`config.mk`:
```
export PLATFORM = sky130hd
export DESIGN_NAME = lsu_dmem_master
export DESIGN_NICKNAME = d
export VERILOG_FILES = /design/src/rtl/lsu_dmem_master.sv
export SDC_FILE = /design/constraint.sdc
export NUM_CORES = 1
export LEC_CHECK = 0
export CAP_MARGIN = 0
export CORE_ASPECT_RATIO = 1.1
export CORE_MARGIN = 2
export CORE_UTILIZATION = 45
export CTS_BUF_LIST = sky130_fd_sc_hd__clkbuf_4
export DETAILED_ROUTE_END_ITERATION = 12
export PLACE_DENSITY_LB_ADDON = 0.12
export SYNTH_ARGS = -nofsm -noshare
export SYNTH_HDL_FRONTEND = slang
export SYNTH_SLANG_ARGS = --single-unit
export TNS_END_PERCENT = 10
```
`constraint.sdc`:
```
create_clock -name clk -period 3.5 [get_ports clk]
set_clock_uncertainty 0.2 [all_clocks]
set_input_delay 0.7 -clock clk [delete_from_list [all_inputs] [get_ports clk]]
set_output_delay 0.7 -clock clk [all_outputs]
set_load 0.02 [all_outputs]
```
`src/rtl/lsu_dmem_master.sv`:
```
// Load/store unit driving a word-organised data memory with byte strobes.
// Word-straddling accesses are split into two word accesses; load data is aligned and extended.
module lsu_dmem_master #(
    parameter int ADDR_WIDTH = 11
) (
    input  logic                  clk,
    input  logic                  rst_n,
    input  logic                  req_valid,
    output logic                  req_ready,
    input  logic                  req_we,
    input  logic [1:0]            req_size,
    input  logic                  req_signed,
    input  logic [31:0]           req_addr,
    input  logic [31:0]           req_wdata,
    output logic                  resp_valid,
    output logic [31:0]           resp_rdata,
    output logic                  resp_err,
    output logic [3:0]            mem_writeb,
    output logic                  mem_read,
    output logic [ADDR_WIDTH-1:0] mem_addr,
    output logic [31:0]           mem_wdata,
    input  logic [31:0]           mem_rdata
);

    typedef enum logic [2:0] {IDLE, ISSUE0, ISSUE1, CAPTURE, RESP} state_t;

    state_t                  state_reg, state_next;
    logic                    we_reg;
    logic [1:0]              size_reg;
    logic                    signed_reg;
    logic [1:0]              off_reg;
    logic [ADDR_WIDTH-1:0]   w0_reg, w1_reg;
    logic [31:0]             wdata_reg;
    logic [31:0]             lo_reg;
    logic [31:0]             resp_rdata_reg;
    logic                    resp_err_reg;

    function automatic logic [3:0] lane_mask(input logic [1:0] size);
        case (size)
            2'd0:    lane_mask = 4'b0001;
            2'd1:    lane_mask = 4'b0011;
            2'd2:    lane_mask = 4'b1111;
            default: lane_mask = 4'b0000;
        endcase
    endfunction

    // Request-side error detection, evaluated on the incoming request
    logic [7:0] req_m64;
    logic       req_split, req_last_word, req_oob, req_err;

    assign req_m64       = {4'b0000, lane_mask(req_size)} << req_addr[1:0];
    assign req_split     = |req_m64[7:4];
    assign req_last_word = (req_addr[ADDR_WIDTH+1:2] == {ADDR_WIDTH{1'b1}});
    assign req_oob       = |req_addr[31:ADDR_WIDTH+2];
    assign req_err       = (req_size == 2'd3) || req_oob || (req_split && req_last_word);

    // Lane mask and shifted data for the latched access
    logic [7:0]  m64;
    logic [63:0] d64;
    logic        split;

    assign m64   = {4'b0000, lane_mask(size_reg)} << off_reg;
    assign d64   = {32'b0, wdata_reg} << {off_reg, 3'b000};
    assign split = |m64[7:4];

    logic [63:0] q;
    logic [31:0] s;
    logic [31:0] ext;

    assign q = split ? {mem_rdata, lo_reg} : {32'b0, mem_rdata};
    assign s = 32'(q >> {off_reg, 3'b000});

    always_comb begin
        ext = s;
        case (size_reg)
            2'd0:    ext = signed_reg ? {{24{s[7]}}, s[7:0]} : {24'b0, s[7:0]};
            2'd1:    ext = signed_reg ? {{16{s[15]}}, s[15:0]} : {16'b0, s[15:0]};
            default: ext = s;
        endcase
    end

    logic                  ready_next, resp_valid_next, mem_read_next;
    logic [3:0]            mem_writeb_next;
    logic [ADDR_WIDTH-1:0] mem_addr_next;
    logic [31:0]           mem_wdata_next;

    always_comb begin
        state_next      = state_reg;
        ready_next      = 1'b0;
        resp_valid_next = 1'b0;
        mem_read_next   = 1'b0;
        mem_writeb_next = 4'b0000;
        mem_addr_next   = '0;
        mem_wdata_next  = 32'b0;
        case (state_reg)
            IDLE: begin
                ready_next = 1'b1;
                if (req_valid)
                    state_next = req_err ? RESP : ISSUE0;
            end
            ISSUE0: begin
                mem_addr_next = w0_reg;
                if (we_reg) begin
                    mem_writeb_next = m64[3:0];
                    mem_wdata_next  = d64[31:0];
                end else begin
                    mem_read_next = 1'b1;
                end
                if (split)
                    state_next = ISSUE1;
                else
                    state_next = we_reg ? RESP : CAPTURE;
            end
            ISSUE1: begin
                mem_addr_next = w1_reg;
                if (we_reg) begin
                    mem_writeb_next = m64[7:4];
                    mem_wdata_next  = d64[63:32];
                end else begin
                    mem_read_next = 1'b1;
                end
                state_next = we_reg ? RESP : CAPTURE;
            end
            CAPTURE: state_next = RESP;
            RESP: begin
                resp_valid_next = 1'b1;
                state_next      = IDLE;
            end
            default: state_next = IDLE;
        endcase
    end

    always_ff @(posedge clk) begin
        if (!rst_n) begin
            state_reg      <= IDLE;
            we_reg         <= 1'b0;
            size_reg       <= 2'd0;
            signed_reg     <= 1'b0;
            off_reg        <= 2'd0;
            w0_reg         <= '0;
            w1_reg         <= '0;
            wdata_reg      <= 32'b0;
            lo_reg         <= 32'b0;
            resp_rdata_reg <= 32'b0;
            resp_err_reg   <= 1'b0;
        end else begin
            state_reg <= state_next;
            if (state_reg == IDLE && req_valid) begin
                we_reg     <= req_we;
                size_reg   <= req_size;
                signed_reg <= req_signed;
                off_reg    <= req_addr[1:0];
                w0_reg     <= req_addr[ADDR_WIDTH+1:2];
                w1_reg     <= req_addr[ADDR_WIDTH+1:2] + 1'b1;
                wdata_reg  <= req_wdata;
            end
            if (state_reg == ISSUE1 && !we_reg)
                lo_reg <= mem_rdata;
            // Response registers only change on the edge that enters RESP
            if (state_next == RESP && state_reg != RESP) begin
                resp_err_reg   <= (state_reg == IDLE);
                resp_rdata_reg <= (state_reg == CAPTURE) ? ext : 32'b0;
            end
        end
    end

    // Outputs are forced quiet while reset is held so an interrupted access issues nothing more
    assign req_ready  = rst_n & ready_next;
    assign resp_valid = rst_n & resp_valid_next;
    assign resp_rdata = resp_rdata_reg;
    assign resp_err   = resp_err_reg;
    assign mem_read   = rst_n & mem_read_next;
    assign mem_writeb = rst_n ? mem_writeb_next : 4'b0000;
    assign mem_addr   = rst_n ? mem_addr_next : '0;
    assign mem_wdata  = rst_n ? mem_wdata_next : 32'b0;

endmodule
```
==> results of run 1 <==
-- worst max-delay path by stage --
stage / startpoint / endpoint / slack, ns / cells after the start
global route: state_reg[2]$_SDFF_PN0_ / mem_wdata[5] / -0.02 / 7
CTS: off_reg[0]$_SDFFE_PN0P_ / mem_wdata[17] / 0.03 / 6
finish: state_reg[2]$_SDFF_PN0_ / mem_wdata[14] / 0.13 / 8
detailed placement: req_addr[3] / resp_rdata[0]$_SDFFE_PN0P_ / 0.07 / 9
global placement: req_addr[2] / resp_rdata[4]$_SDFFE_PN0P_ / 0.10 / 9
floorplan: state_reg[2]$_SDFF_PN0_ / mem_wdata[24] / 0.63 / 6
-- per-stage QoR --
stage	utilization [%]	setup slack, ns	total power [µW]	setup TNS, ns	hold WS (ns)
after global routing	61.8	-0.0183	3270	-0.0866	0.288
after CTS	61.4	0.0260	3140	0	0.257
final	61.8	0.126	3120	0	0.255
after floorplan	-	0.626	1820	0	0.240
after global placement	59.6	0.101	2070	0	0.240
after detailed placement	59.6	0.0662	2070	0	0.241
-- cell families after synthesis --
family          count (synthesis)  synth area share [%]
mux                            76                  11.4
fa+ha+maj                       8                  1.37
flops                         124                  34.0
compound gates                261                  25.9
simple gates                  356                  21.2
xor+xnor                        9                  1.08
buf+inv                        90                  5.01
-- critical path, delay by kind of cell, from the launching register on --
kind / cells / cell delay (ns)
buffers and inverters: 2 / 0.58
AND/OR/NAND/NOR: 5 / 0.96
flip-flops: 1 / 0.35
AO/OA/AOI/OAI: 1 / 0.05
-- area by class of cell --
type                       count  area (µm²)
sequential                   124        2490
inverter                      13        48.8
multi-input combinational    711        4530
fill                        1491        6030
clock buffer                  17         128
tap                          200         250
timing repair buffer         227        2140
antenna                        2        5.00
clock inverter                15         171
-- where the power goes --
part	internal, µW	switching, µW	total, µW	leakage (µW)
Clock	494	577	1070	0.000158
Sequential	1460	39.1	1500	0.00101
Combinational	265	292	557	0.00275
-- cells in the final DEF, fill, tap and decap left out, drive strengths merged, types with 4 or more instances in the layout --
| master | n |
|---|---|
| nand2 | 195 |
| clkdlybuf4s50 | 149 |
| dfxtp | 124 |
| nor2 | 82 |
| a21boi | 78 |
| mux2i | 55 |
| buf | 42 |
| a21oi | 41 |
| o21ai | 26 |
| dlygate4sd2 | 25 |
| a22oi | 24 |
| a22o | 23 |
| and3 | 22 |
| clkbuf | 21 |
| mux2 | 17 |
| inv | 16 |
| nor2b | 16 |
| o221ai | 15 |
| o211a | 9 |
| a211oi | 8 |
| nand3 | 8 |
| ha | 8 |
| nor3 | 8 |
| clkinv | 7 |
| o22ai | 6 |
| a211o | 6 |
| a221o | 6 |
| dlymetal6s2s | 6 |
| nor4 | 6 |
| xnor2 | 5 |
| a31oi | 4 |
| mux4 | 4 |
| xor2 | 4 |
| nand2b | 4 |
| and2 | 4 |
-- per-layer routing --
metal  part of all wire [%]  wire [µm]  track usage, %
met1                     41       9670            31.6
met2                     48      11300            45.0
met3                    6.1       1430            5.71
met4                    4.8       1140            13.9
met5                      0          0               0
-- what timing repair did --
item,4_1_cts,5_1_grt
cloned,0,1
resized for setup,37,26
endpoints found under the setup margin,37,35
buffers inserted,0,1
pin swaps,0,1
==> metrics.cfg, run 1 <==
[status]
status = finished, final reports clean

[floorplan]
start_util_pct = 46.2
placement_rows = 48
ioPinCount = 186
core_area_um2 = 15800
dieArea_um2 = 17300
die_width_um = 125
die_h_um = 138

[synth]
async_reset_ff_share_pct = 0
synth_top_area_share_pct = 34.0
ys_ff_latch = 124
synth_warnings = 0
synth_common_cells = nand2_1, dfxtp_1, nor2_1
ys_types = 58
avgSynthCellArea_um2 = 7.90
ys.flop_type = dfxtp_1
synthTopCellsByArea = dfxtp_1, nand2_1, a21boi_0, mux2i_1, nor2_1
syn-cell-area_um2 = 7300
yosysTopAreaCell = dfxtp_1
ys_seq_area_share_pct = 34.0
synth.most_common_cell = nand2_1
syn_nets = 1035
synth_edf_count = 0
synthCells = 924

[sta]
worst_pin_slew_ns = 1.13
final.period_utilization_pct = 96.4
hold_viol_final = 0
fmax_mhz = 296
setup_viol = 0
drv_slew = 0
layout_min_cycle_time_ns = 3.37
max-slew-margin-rel_pct = 24.6

[placed_design]
dpl_cell_area_um2 = 9410
placed_cells_incl_taps = 1273
place.port_buffers = 185
place_congestion = 0.890
dp_hpwl_um = 16400

[min_path]
whs_path_depth = 2
min-delay-start = resp_err$_SDFFE_PN0P_
holdCritPathClass = reg -> reg
holdPathEnd = resp_err$_SDFFE_PN0P_

[setup_path]
worstPathArrival_ns = 2.47
endpoint_kind = primary output
r2r_setup_slack_ns = 0.36
path_cells = nand2b_1 > nor3b_2 > buf_4 > and2_4 > nor2b_1 > a21oi_1 > nor2_1 > dlygate4sd2_1
worstSetupPathType = reg -> out
reg2reg_depth = 9
critPathMaxStageDelay_ns = 0.35
crit_required_ns = 2.60
r2r_start = size_reg[1]$_SDFFE_PN0P_
crit_path_top_delay_cell = dfxtp_1
crit_fanout = 12
critPathLaunchType = flop
crit-reg2reg-capture = resp_rdata[30]$_SDFFE_PN0P_

[clock_network]
ctsRootBufferMaster = clkbuf_4
cts_htree_levels = 4
cts_tree = built
clock-sinks = 124
holdBufCountCts = 0
clockBufferDepth = 2
cts_inserted_buffers = 17
clock_latency_ns = 0.54
clk_pin_slew_worst_paths_ns = 0.10

[flow_run]
drv_cap = 0

[detailed_routing]
antenna_left = 0
wl_um = 23500
wl_per_cell_um = 18.0
num_vias = 7406
drt_iter0_drc = 551
drc = 0
viasPerCell = 5.66
dr.pass1.iters = 7

[final_layout]
layout.nets = 1205
layout-drive-gt1-share_pct = 11.2
finish.instance_area_um2 = 9770
fin_cells = 1309
area_growth_pct = 33.8

[power]
power-per-cell-area_nw_per_um2 = 320
ir_drop_mv = 0.210
p_leak_uw = 0.00392

[global_route]
grt_pass1_vias = 7004
grt.total_usage_pct = 26.5
antenna_found_initial = 1
grt_max_degree = 76
grt.overflow.total = 0
grt_pass1_wl_um = 36100

Power figures use the tool's default switching activity.
==> inputs of run 2 (changes only) <==
ABC_CLOCK_PERIOD_IN_PS = 3500   (was unset)
REMOVE_ABC_BUFFERS = 1   (was unset)
==> run 2 against run 1 <==
Net effect: die area stayed put; maximum frequency is 3.4% lower; via count shrank 0.55%; hold slack hardly changed; largest cell class unchanged; register-to-register slack better by 0.34 ns.
==> metrics.cfg, run 2 (same netlist as run 1, synthesis figures left out) <==
[power]
power-per-cell-area_nw_per_um2 = 322  ; was 320 nW/µm²
p_total_uw = 3150  ; was 3120 µW
p_leak_uw = 0.00387  ; was 0.00392 µW
ir_drop_mv = 0.210  ; about the same

[final_layout]
final_common_cell = nand2_1  ; unchanged
area_growth_pct = 34.1  ; was 33.8%
multi_input_area_um2 = 4520  ; was 4530 µm²
finish.instance_area_um2 = 9780  ; was 9770 µm²
layout-drive-gt1-share_pct = 10.3  ; was 11.2%
layout.nets = 1201  ; was 1205
layout_common_cells = nand2_1, clkdlybuf4s50_1, dfxtp_1  ; unchanged
seq_area_um2 = 2490  ; about the same
final_util_pct = 61.9  ; was 61.8%
fill_cells = 1469  ; was 1491

[clock_network]
clock-sinks = 124  ; unchanged
cts_htree_levels = 4  ; unchanged
cts_inserted_buffers = 17  ; unchanged
clockBufferDepth = 2  ; unchanged
clk_pin_slew_worst_paths_ns = 0.11  ; was 0.10 ns
clock_latency_ns = 0.55  ; was 0.54 ns
cts_tree = built  ; unchanged
ctsRootBufferMaster = clkbuf_4  ; unchanged

[detailed_routing]
drc = 0  ; unchanged
wl_per_cell_um = 17.5  ; was 18.0 µm
num_vias = 7365  ; was 7406
antenna_left = 0  ; unchanged
viasPerCell = 5.65  ; was 5.66
wl_um = 22800  ; was 23500 µm
dr.pass1.iters = 7  ; unchanged
drt_iter0_drc = 504  ; was 551

[setup_path]
reg2reg_depth = 10  ; was 9
crit_required_ns = 2.60  ; about the same
worstPathArrival_ns = 2.59  ; was 2.47 ns
r2r_setup_slack_ns = 0.70  ; was 0.36 ns
crit_fanout = 13  ; was 12
r2r_start = size_reg[0]$_SDFFE_PN0P_  ; was size_reg[1]$_SDFFE_PN0P_
crit_start = state_reg[1]$_SDFF_PN0_  ; was state_reg[2]$_SDFF_PN0_
critPathLaunchType = flop  ; unchanged
critPathMaxStageDelay_ns = 0.63  ; was 0.35 ns
worstSetupPathType = reg -> out  ; unchanged
path_cells = nor2b_2 > buf_4 > a22oi_1 > nor2_1 > clkdlybuf4s50_1  ; was nand2b_1 > nor3b_2 > buf_4 > and2_4 > nor2b_1 > a21oi_1 > nor2_1 > dlygate4sd2_1
endpoint_kind = primary output  ; unchanged
crit_path_top_delay_cell = clkdlybuf4s50_1  ; was dfxtp_1

[sta]
max-slew-margin-rel_pct = 23.8  ; was 24.6%
fmax_mhz = 286  ; was 296 MHz
layout_min_cycle_time_ns = 3.49  ; was 3.37 ns
hold_viol_final = 0  ; unchanged
setup_tns_ns = 0  ; unchanged
final.period_utilization_pct = 99.7  ; was 96.4%
drv_slew = 0  ; unchanged
worst_pin_slew_ns = 1.14  ; was 1.13 ns
rsz0062_at_grt = yes
setup_viol = 0  ; unchanged

[global_route]
antenna_found_initial = 1  ; unchanged
grt_pass1_wl_um = 36500  ; was 36100 µm
grt_max_degree = 62  ; was 76
grt_pass1_vias = 6981  ; was 7004
grt.total_usage_pct = 26.3  ; was 26.5%
grt.overflow.total = 0  ; unchanged

[flow_run]
drv_cap = 0  ; unchanged

[floorplan]
start_util_pct = 46.2  ; unchanged
die_width_um = 125  ; unchanged
placement_rows = 48  ; unchanged
ioPinCount = 186  ; unchanged
core_area_um2 = 15800  ; unchanged
die_h_um = 138  ; unchanged
dieArea_um2 = 17300  ; unchanged

[placed_design]
place.port_buffers = 185  ; unchanged
dpl_cell_area_um2 = 9380  ; was 9410 µm²
dp_hpwl_um = 14800  ; was 16400 µm
place_congestion = 0.813  ; was 0.890

[min_path]
whs_path_depth = 2  ; unchanged
min-delay-start = resp_err$_SDFFE_PN0P_  ; unchanged
holdCritPathClass = reg -> reg  ; unchanged

[status]
status = finished, final reports clean  ; unchanged

-- run 2: final timing paths --
path / end
hold / removal: resp_err$_SDFFE_PN0P_
setup reg to reg: resp_rdata[30]$_SDFFE_PN0P_
setup / recovery: mem_addr[9]
hold reg to reg: resp_err$_SDFFE_PN0P_
-- run 2: where the power goes --
| group | switching [µW] | total [µW] | internal, µW |
|---|---|---|---|
| combinational | 280 | 547 | 267 |
| clock | 556 | 1110 | 552 |
| sequential | 37.4 | 1490 | 1460 |
-- run 2: critical path: cells and delay by family, from the launching register on --
kind                   cells  cell delay (ns)
AO/OA/AOI/OAI              1             0.09
AND/OR/NAND/NOR            2             0.53
buffers and inverters      2             0.91
flip-flops                 1             0.52
-- run 2: repair_timing --
action	in CTS	in global routing
endpoints found under the hold margin	0	0
setup endpoints to repair	37	23
buffers inserted	1	1
resized for setup	41	6
gates cloned	2	0
pin swaps	0	1
hold buffers	0	0
-- run 2: cell type report --
cell class                 count  area share [%]
multi-input combinational    711            46.3
clock inverter                14            1.82
sequential                   124            25.5
clock buffer                  17            1.30
inverter                      13           0.499
timing repair buffer         223            22.1
antenna                        1          0.0256
tap                          200            2.56
-- run 2: stage by stage --
| stage | hold WS, ns | std cells | setup WS (ns) |
|---|---|---|---|
| 3_5_place_dp | 0.246 | 1267 | 0.0791 |
| 4_1_cts | 0.259 | 1301 | -0.0672 |
| 6_report | 0.255 | 1303 | 0.00907 |
| 5_1_grt | 0.285 | 1303 | -0.130 |
| 3_3_place_gp | 0.242 | 1267 | 0.105 |
| 2_1_floorplan | 0.240 | 847 | -1.88 |
-- run 2: routing by layer --
metal / GRT usage, % / share of wire [%]
met1: 33.8 / 44
met2: 44.9 / 49
met3: 5.09 / 5.9
met4: 7.96 / 1.2
met5: 0 / 0
==> inputs of run 3 (changes only) <==
CAP_MARGIN = 20   (was 0)
==> run 3 against run 2 <==
Net effect: wire length shrank 0.26%; non-clock buffer count rose by 1; utilization up 0.087 points; sequential cell count stayed put; sequential power hardly changed; clock power barely moved; sequential share of layout area barely moved; the flow now finishes with violations (setup timing); critical path type unchanged; register-to-register slack got worse by 0.03 ns; clock-buffer cell count unchanged; total power barely moved; final cell count about the same; final area rose by 0.14%.
==> metrics.cfg, run 3 (same netlist as run 1, synthesis figures left out) <==
[setup_path]
crit_required_ns = 2.60  ; about the same
crit_fanout = 13  ; unchanged
endpoint_kind = primary output  ; unchanged
worstPathArrival_ns = 2.60  ; was 2.59 ns
critPathLaunchType = flop  ; unchanged
worstSetupPathType = reg -> out  ; unchanged

[clock_network]
clockBufferDepth = 2  ; unchanged
cts_htree_levels = 4  ; unchanged
cts_inserted_buffers = 17  ; unchanged
cts_tree = built  ; unchanged
holdBufCountCts = 0  ; unchanged
clock-sinks = 124  ; unchanged
ctsRootBufferMaster = clkbuf_4  ; unchanged
clock_latency_ns = 0.56  ; was 0.55 ns
clk_pin_slew_worst_paths_ns = 0.11  ; about the same

[final_layout]
layout_common_cells = nand2_1, clkdlybuf4s50_1, dfxtp_1  ; unchanged
final_common_cell = nand2_1  ; unchanged
area_growth_pct = 34.2  ; was 34.1%
multi_input_area_um2 = 4520  ; unchanged
layout-drive-gt1-share_pct = 10.3  ; about the same
seq_area_um2 = 2490  ; about the same
fill_cells = 1467  ; was 1469
finish.instance_area_um2 = 9800  ; was 9780 µm²
layout.nets = 1202  ; was 1201

[placed_design]
dp_hpwl_um = 14800  ; unchanged
place_congestion = 0.813  ; unchanged
place.port_buffers = 185  ; unchanged
dpl_cell_area_um2 = 9380  ; unchanged

[detailed_routing]
num_vias = 7378  ; was 7365
antenna_left = 0  ; unchanged
viasPerCell = 5.66  ; was 5.65
wl_per_cell_um = 17.5  ; about the same
drc = 0  ; unchanged
dr.pass1.iters = 5  ; was 7
drt_iter0_drc = 547  ; was 504
wl_um = 22800  ; about the same

[floorplan]
core_area_um2 = 15800  ; unchanged
die_width_um = 125  ; unchanged
ioPinCount = 186  ; unchanged
start_util_pct = 46.2  ; unchanged
dieArea_um2 = 17300  ; unchanged
die_h_um = 138  ; unchanged
placement_rows = 48  ; unchanged

[sta]
rsz0062_at_grt = yes  ; unchanged
holdWs_ns = 0.254  ; was 0.255 ns
final.setup.worst_slack_ns = -0.00445  ; was 0.00907 ns
fmax_mhz = 285  ; was 286 MHz
drv_slew = 0  ; unchanged
max-slew-margin-rel_pct = 36.6  ; was 23.8%
setup_viol = 1  ; was 0
final.period_utilization_pct = 100  ; was 99.7%
worst_pin_slew_ns = 0.943  ; was 1.14 ns
hold_viol_final = 0  ; unchanged
layout_min_cycle_time_ns = 3.50  ; was 3.49 ns

[status]
status = complete, but fails checks  ; was finished, final reports clean
violations = setup timing

[global_route]
grt_pass1_vias = 6981  ; unchanged
grt.overflow.total = 0  ; unchanged
antenna_found_initial = 1  ; unchanged
grt.total_usage_pct = 26.3  ; unchanged
grt_max_degree = 62  ; unchanged
grt_pass1_wl_um = 36500  ; unchanged

[flow_run]
drv_cap = 0  ; unchanged

[power]
ir_drop_mv = 0.210  ; about the same
power-per-cell-area_nw_per_um2 = 322  ; about the same
p_leak_uw = 0.00388  ; was 0.00387 µW

[min_path]
holdCritPathClass = reg -> reg  ; unchanged

[run 3: path summary, 6_finish.rpt]
kind | end | cells after the start | slack (ns) | startpoint
max | mem_addr[9] | 5 | -0.004 | state_reg[1]$_SDFF_PN0_
min | resp_err$_SDFFE_PN0P_ | 2 | 0.25 | resp_err$_SDFFE_PN0P_
max reg2reg | resp_rdata[30]$_SDFFE_PN0P_ | 10 | 0.67 | size_reg[0]$_SDFFE_PN0P_
min reg2reg | resp_err$_SDFFE_PN0P_ | 2 | 0.25 | resp_err$_SDFFE_PN0P_
[run 3: timing repair]
item	4_1_cts	5_1_grt
gates resized for setup	41	5
pin swaps	0	1
setup endpoints to repair	37	23
setup buffers	1	1
cloned	2	0
[run 3: per-layer routing]
metal / global-route usage (%) / wire length (µm) / vias to the layer above
met5: 0 / 0 / -
met1: 33.8 / 9940 / 3472
met2: 44.9 / 11100 / 262
met3: 5.09 / 1470 / 30
met4: 7.96 / 267 / 0
li1: - / - / 3614
[run 3: power by group]
part | switching [µW] | total [µW] | internal (µW)
registers | 37.6 | 1490 | 1460
logic | 280 | 547 | 267
clock network | 558 | 1110 | 551
[run 3: area by class of cell]
| cell class | instances | share of cell area [%] |
|---|---|---|
| diodes | 1 | 0.0255 |
| multi-input cells | 711 | 46.2 |
| well taps | 200 | 2.55 |
| flip-flops and latches | 124 | 25.4 |
| inverters | 13 | 0.498 |
| clock buffers | 17 | 1.30 |
| clock inverters | 14 | 1.81 |
| repair buffers | 224 | 22.2 |
[run 3: through the flow]
step / instances / power (µW) / setup TNS, ns / utilization [%] / setup slack, ns
floorplan: 847 / 1800 / -124.01 / - / -1.88
global placement: 1267 / 2050 / 0 / 59.4 / 0.105
detailed placement: 1267 / 2050 / 0 / 59.4 / 0.0791
CTS: 1301 / 3160 / -0.0672 / 61.8 / -0.0672
global route: 1304 / 3290 / -1.03 / 62.0 / -0.130
finish: 1304 / 3150 / -0.00445 / 62.0 / -0.00445
[run 3: worst max-delay path: stages (launching register included)]
cell and delay (ns):
dfxtp_2 0.52, nor2b_2 0.40, buf_4 0.28, a22oi_1 0.09, nor2_1 0.13, clkdlybuf4s50_1 0.63
